## config.mk

```make
export PLATFORM = sky130hd
export DESIGN_NAME = tick_sched
export DESIGN_NICKNAME = d
export VERILOG_FILES = /design/src/rtl/tick_sched.sv
export SDC_FILE = /design/constraint.sdc
export NUM_CORES = 1
export LEC_CHECK = 0
export CORE_ASPECT_RATIO = 1.1
export CORE_UTILIZATION = 30
export DETAILED_ROUTE_END_ITERATION = 10
export GPL_ROUTABILITY_DRIVEN = 0
export PLACE_DENSITY = 0.47
export SLEW_MARGIN = 20
export SYNTH_ARGS = -nofsm -noshare
export SYNTH_HDL_FRONTEND = slang
export SYNTH_SLANG_ARGS = --single-unit
export TNS_END_PERCENT = 50
```

## constraint.sdc

```tcl
create_clock -name clk -period 10.5 [get_ports clk]
set_input_delay 1.05 -clock clk [delete_from_list [all_inputs] [get_ports clk]]
set_output_delay 1.05 -clock clk [all_outputs]
set_load 0.1 [all_outputs]
```

## src/rtl/tick_sched.sv

```systemverilog
// rtl/tick_sched.sv - shared prescaler driving four programmable clock-enable channels
//
// One free-running prescaler produces base_tick every BASE_DIV enabled cycles.
// Four channels each count base ticks and emit a one-cycle tick after div_reg of
// them. Divisors are written through a valid/ready port that accepts at most one
// write every two cycles.
//
// Ports:
//   clk        global clock, rising edge
//   rst        asynchronous reset, active-high
//   base_en    prescaler run enable
//   cfg_valid  config write request
//   cfg_ready  config port can accept (low for one cycle after each accept)
//   cfg_ch     target channel of the write
//   cfg_div    divisor in base ticks; 0 disables the channel
//   base_tick  one-cycle pulse per BASE_DIV enabled cycles
//   tick       per-channel one-cycle enable pulses
//   busy       per-channel state != OFF
module tick_sched #(
    parameter int BASE_DIV = 50000,
    parameter int DIV_W    = 16
) (
    input  logic             clk,
    input  logic             rst,
    input  logic             base_en,
    input  logic             cfg_valid,
    output logic             cfg_ready,
    input  logic [1:0]       cfg_ch,
    input  logic [DIV_W-1:0] cfg_div,
    output logic             base_tick,
    output logic [3:0]       tick,
    output logic [3:0]       busy
);

    localparam int PRE_W = $clog2(BASE_DIV);
    localparam logic [PRE_W-1:0] PRE_LAST = PRE_W'(BASE_DIV - 1);

    typedef enum logic [1:0] {
        OFF  = 2'd0,
        RUN  = 2'd1,
        PEND = 2'd2
    } ch_state_t;

    logic [PRE_W-1:0] pre_cnt;
    logic             pre_wrap;

    ch_state_t        state_q [4];
    ch_state_t        state_d [4];
    logic [DIV_W-1:0] div_q   [4];
    logic [DIV_W-1:0] div_d   [4];
    logic [DIV_W-1:0] pend_q  [4];
    logic [DIV_W-1:0] pend_d  [4];
    logic [DIV_W-1:0] cnt_q   [4];
    logic [DIV_W-1:0] cnt_d   [4];
    logic [3:0]       tick_d;

    logic             accept;
    logic             div_zero;
    logic [3:0]       wr_sel;

    assign pre_wrap = base_en && (pre_cnt == PRE_LAST);
    assign accept   = cfg_valid && cfg_ready;
    assign div_zero = (cfg_div == '0);
    assign wr_sel   = accept ? (4'b0001 << cfg_ch) : 4'b0000;

    // Prescaler, base_tick register and the config-port throttle.
    always_ff @(posedge clk or posedge rst) begin
        if (rst) begin
            pre_cnt   <= '0;
            base_tick <= 1'b0;
            cfg_ready <= 1'b1;
        end else begin
            if (base_en) begin
                pre_cnt <= pre_wrap ? '0 : pre_cnt + 1'b1;
            end
            base_tick <= pre_wrap;
            // Drop ready for exactly the cycle after an accept.
            cfg_ready <= !accept;
        end
    end

    // Channel state registers.
    always_ff @(posedge clk or posedge rst) begin
        if (rst) begin
            for (int c = 0; c < 4; c++) begin
                state_q[c] <= OFF;
                div_q[c]   <= '0;
                pend_q[c]  <= '0;
                cnt_q[c]   <= '0;
            end
            tick <= 4'b0000;
        end else begin
            for (int c = 0; c < 4; c++) begin
                state_q[c] <= state_d[c];
                div_q[c]   <= div_d[c];
                pend_q[c]  <= pend_d[c];
                cnt_q[c]   <= cnt_d[c];
            end
            tick <= tick_d;
        end
    end

    // Channel next-state logic.
    always_comb begin
        tick_d = 4'b0000;
        for (int c = 0; c < 4; c++) begin
            state_d[c] = state_q[c];
            div_d[c]   = div_q[c];
            pend_d[c]  = pend_q[c];
            cnt_d[c]   = cnt_q[c];

            if (state_q[c] == OFF) begin
                // A base_tick on the enabling edge is deliberately not counted.
                if (wr_sel[c] && !div_zero) begin
                    div_d[c]   = cfg_div;
                    cnt_d[c]   = '0;
                    state_d[c] = RUN;
                end
            end else if (wr_sel[c] && div_zero) begin
                // Disable wins over a period completing on the same edge.
                state_d[c] = OFF;
                cnt_d[c]   = '0;
            end else if (base_tick && (cnt_q[c] == div_q[c] - 1'b1)) begin
                tick_d[c] = 1'b1;
                cnt_d[c]  = '0;
                if (wr_sel[c]) begin
                    // New divisor lands exactly at the period boundary.
                    div_d[c]   = cfg_div;
                    state_d[c] = RUN;
                end else if (state_q[c] == PEND) begin
                    div_d[c]   = pend_q[c];
                    state_d[c] = RUN;
                end
            end else begin
                if (base_tick) begin
                    cnt_d[c] = cnt_q[c] + 1'b1;
                end
                if (wr_sel[c]) begin
                    pend_d[c]  = cfg_div;
                    state_d[c] = PEND;
                end
            end
        end
    end

    always_comb begin
        busy = 4'b0000;
        for (int c = 0; c < 4; c++) begin
            busy[c] = (state_q[c] != OFF);
        end
    end

endmodule

```

==> flow_metrics.tcl <==
set metrics [dict create \
    io_pins 32 \
    vias_per_cell 4.99 \
    dieWidth_um 197 \
    cts_tree "done" \
    syn2layout_area_growth_pct 14.6 \
    synth_common_cells "dfrtp_1 (221), mux2_2 (157), nor2_1 (127), nand2_1 (75), xor2_1 (74)" \
    combinationalPowerShare 0.212 \
    finClkSkew_ns 0.0119 \
    synth_top_cell_area_share 0.441 \
    internal_power_mw 1.88 \
    dieArea_sq_um 42600 \
    track_usage 0.153 \
    grt_max_degree 98 \
    synth_area_leaders "dfrtp_1 (44%), mux2_2 (14%), xor2_1 (5.2%)" \
    tns_ns 0 \
    cts_setup_buffers 0 \
    leakage_nw 6.26 \
    place_hpwl_um 22100 \
    clock.fmax_mhz 238 \
    core_area_sq_um 41200 \
    drive_above_1_share 0.196 \
    r2r_slack_ns 6.29 \
    pwr-share-clk 0.361 \
    cts_buffer_depth 3 \
    crit_arrival_ns 4.64 \
    synth.most_common_cell "dfrtp_1" \
    cts-hold-fix-buffers 0 \
    grt-busiest-layer "met2" \
    cts_resized 0 \
    drt_iter0_markers 496 \
    syn_nets 1231 \
    r2r_cells 10 \
    worstPathMaxFanout 17 \
    met1_usage 0.206 \
    async_reset_ff_frac 1.00 \
    crit_start "div_q[32]" \
    min_period_ns 4.21 \
    grt_pass1_wl_um 51700 \
    outcome "finished, final reports clean" \
    cap_viol_max_count 0 \
    swShare 0.301 \
    cts_buffers 28 \
    die_h_um 216 \
    fin_crit_sh 0.401 \
    synth_largest_area_cell "dfrtp_1" \
    start_util 0.304 \
    crit_path_end_kind "flip-flop" \
    gr-total-overflow 0 \
    cts_root_buf "clkbuf_16" \
    clkTransAtPathRegs_ns 0.06 \
    maxSlewViolCount 0 \
    ys_seq_area_frac 0.443 \
    hold_path.class "reg -> reg" \
    totalWireLength_um 31800 \
    power.switching_mw 0.808 \
    antenna_found_initial 0 \
    timing.rr.end "div_q[39]" \
    power_frac_seq 0.428 \
    syn_avg_cell_area_sq_um 10.4 \
    ir_drop_mv 0.110 \
    yosys_warnings 0 \
    ant_nets 0 \
    ys_ff_latch 222 \
    hold_violations 0 \
    rows 78 \
    grtUsageMet3 0.0255 \
    crit_type "reg -> reg" \
    drc_errors 0 \
    clk_latency_ns 0.56 \
    worst_ep_required_time_ns 10.93 \
    ys_types 79 \
    synth_top_flop_cell "dfrtp_1" \
    setup_viol 0 \
    grt_pass1_vias 9185 \
    dp.cells 1751 \
    startpoint_type "flip-flop" \
    p_per_area_nw_per_um2 187 \
    cp-endpoint "div_q[39]" \
    dr.pass1.iters 5 \
    reg2reg_from "div_q[32]" \
    cts_num_sinks 222 \
    final_cells 1805 \
    htreeDepth 1 \
    fin_nets 1253 \
    vias 9009 \
    syn_area_sq_um 12500 \
    routedWlPerCell_um 17.6 \
    synthCells 1200 \
    use_met2 0.250 \
    max_slew.worst_pin.slew_ns 1.06 \
    synth_edf_count 0 \
    io_buffers 31 \
    maxSlewHeadroom 0.291 \
    rsz0062_at_grt "no" \
]
sequential cells by signal, summed over array words and instances (netlist names):
signal     count
base_tick      1
pend_q        64
state_q        8
pre_cnt       16
cnt_q         64
cfg_ready      1
tick           4
div_q         64
per-stage QoR:
stage | total power [mW] | hold slack [ns] | instance area (sq um) | utilization | setup WS [ns]
detailed placement | 1.73 | 0.486 | 13400 | 0.325 | 6.08
global route | 2.84 | 0.510 | 14400 | 0.349 | 5.90
global placement | 1.72 | 0.476 | 13400 | 0.325 | 6.03
finish | 2.69 | 0.498 | 14400 | 0.349 | 6.29
CTS | 2.72 | 0.499 | 14300 | 0.348 | 6.24
floorplan | 1.57 | 0.448 | 12500 | - | 3.37
worst min path at each step:
stage	from	end	slack, ns	cells past startpoint
after floorplan	pre_cnt[12]	pre_cnt[12]	0.45	1
after global placement	pre_cnt[12]	pre_cnt[12]	0.48	1
after detailed placement	pre_cnt[12]	pre_cnt[12]	0.49	1
after CTS	pre_cnt[12]	pre_cnt[12]	0.50	1
after global routing	pend_q[56]	pend_q[56]	0.51	1
final	pend_q[27]	pend_q[27]	0.50	1
cell type report:
cell class / count / area (sq um)
Antenna cell: 1 / 2.50
Clock buffer: 40 / 817
Clock inverter: 12 / 110
Fill cell: 4184 / 26800
Inverter: 28 / 113
Multi-Input combinational cell: 902 / 6660
Sequential cell: 222 / 5560
Tap cell: 560 / 701
Timing Repair Buffer: 40 / 398
power groups by stage:
stage	Clock (mW)	Sequential, mW	Combinational, mW
final	0.968	1.15	0.568
after global routing	1.03	1.17	0.637
after CTS	1.00	1.15	0.572
after detailed placement	0	1.16	0.569
after global placement	0	1.16	0.565
after floorplan	0	1.10	0.475
cell usage in the layout (no fill, tap or decap), types with 26 or more instances in the layout:
cell	netlist	final
nand3_1	42	42
xnor2_1	62	62
clkdlybuf4s50_1	0	31
nand2_1	75	75
inv_1	27	26
mux2i_1	26	26
dfrtp_1	221	221
nor3_1	29	29
xor2_1	74	74
clkbuf_16	0	29
mux2_2	157	157
nor2_1	127	125
worst max-delay path, stage by stage (launching register included):
cell and delay (ns):
dfrtp_1 0.43, inv_1 0.10, ha_1 0.25, or3b_2 0.58, or3_1 0.39, o211ai_1 0.18, o221ai_1 0.18, nor4_1 0.52
a31oi_1 0.20, o22ai_2 0.83, mux2_2 0.42
layer usage:
layer | wire length, um | part of all wire
met1 | 14900 | 0.47
met2 | 14900 | 0.47
met3 | 1220 | 0.038
met4 | 721 | 0.023
met5 | 0 | 0
logic make-up (layout without fill, tap and decap cells):
logic type,Yosys count,count (layout),synth area share
other cells,0,1,0
mux,194,194,0.175
buf+inv,76,120,0.0261
simple gates,417,417,0.169
fa+ha+maj,9,9,0.00898
flops,222,222,0.443
xor+xnor,136,136,0.0950
compound gates,146,146,0.0833
No activity file was read; power rests on OpenSTA's default activity.
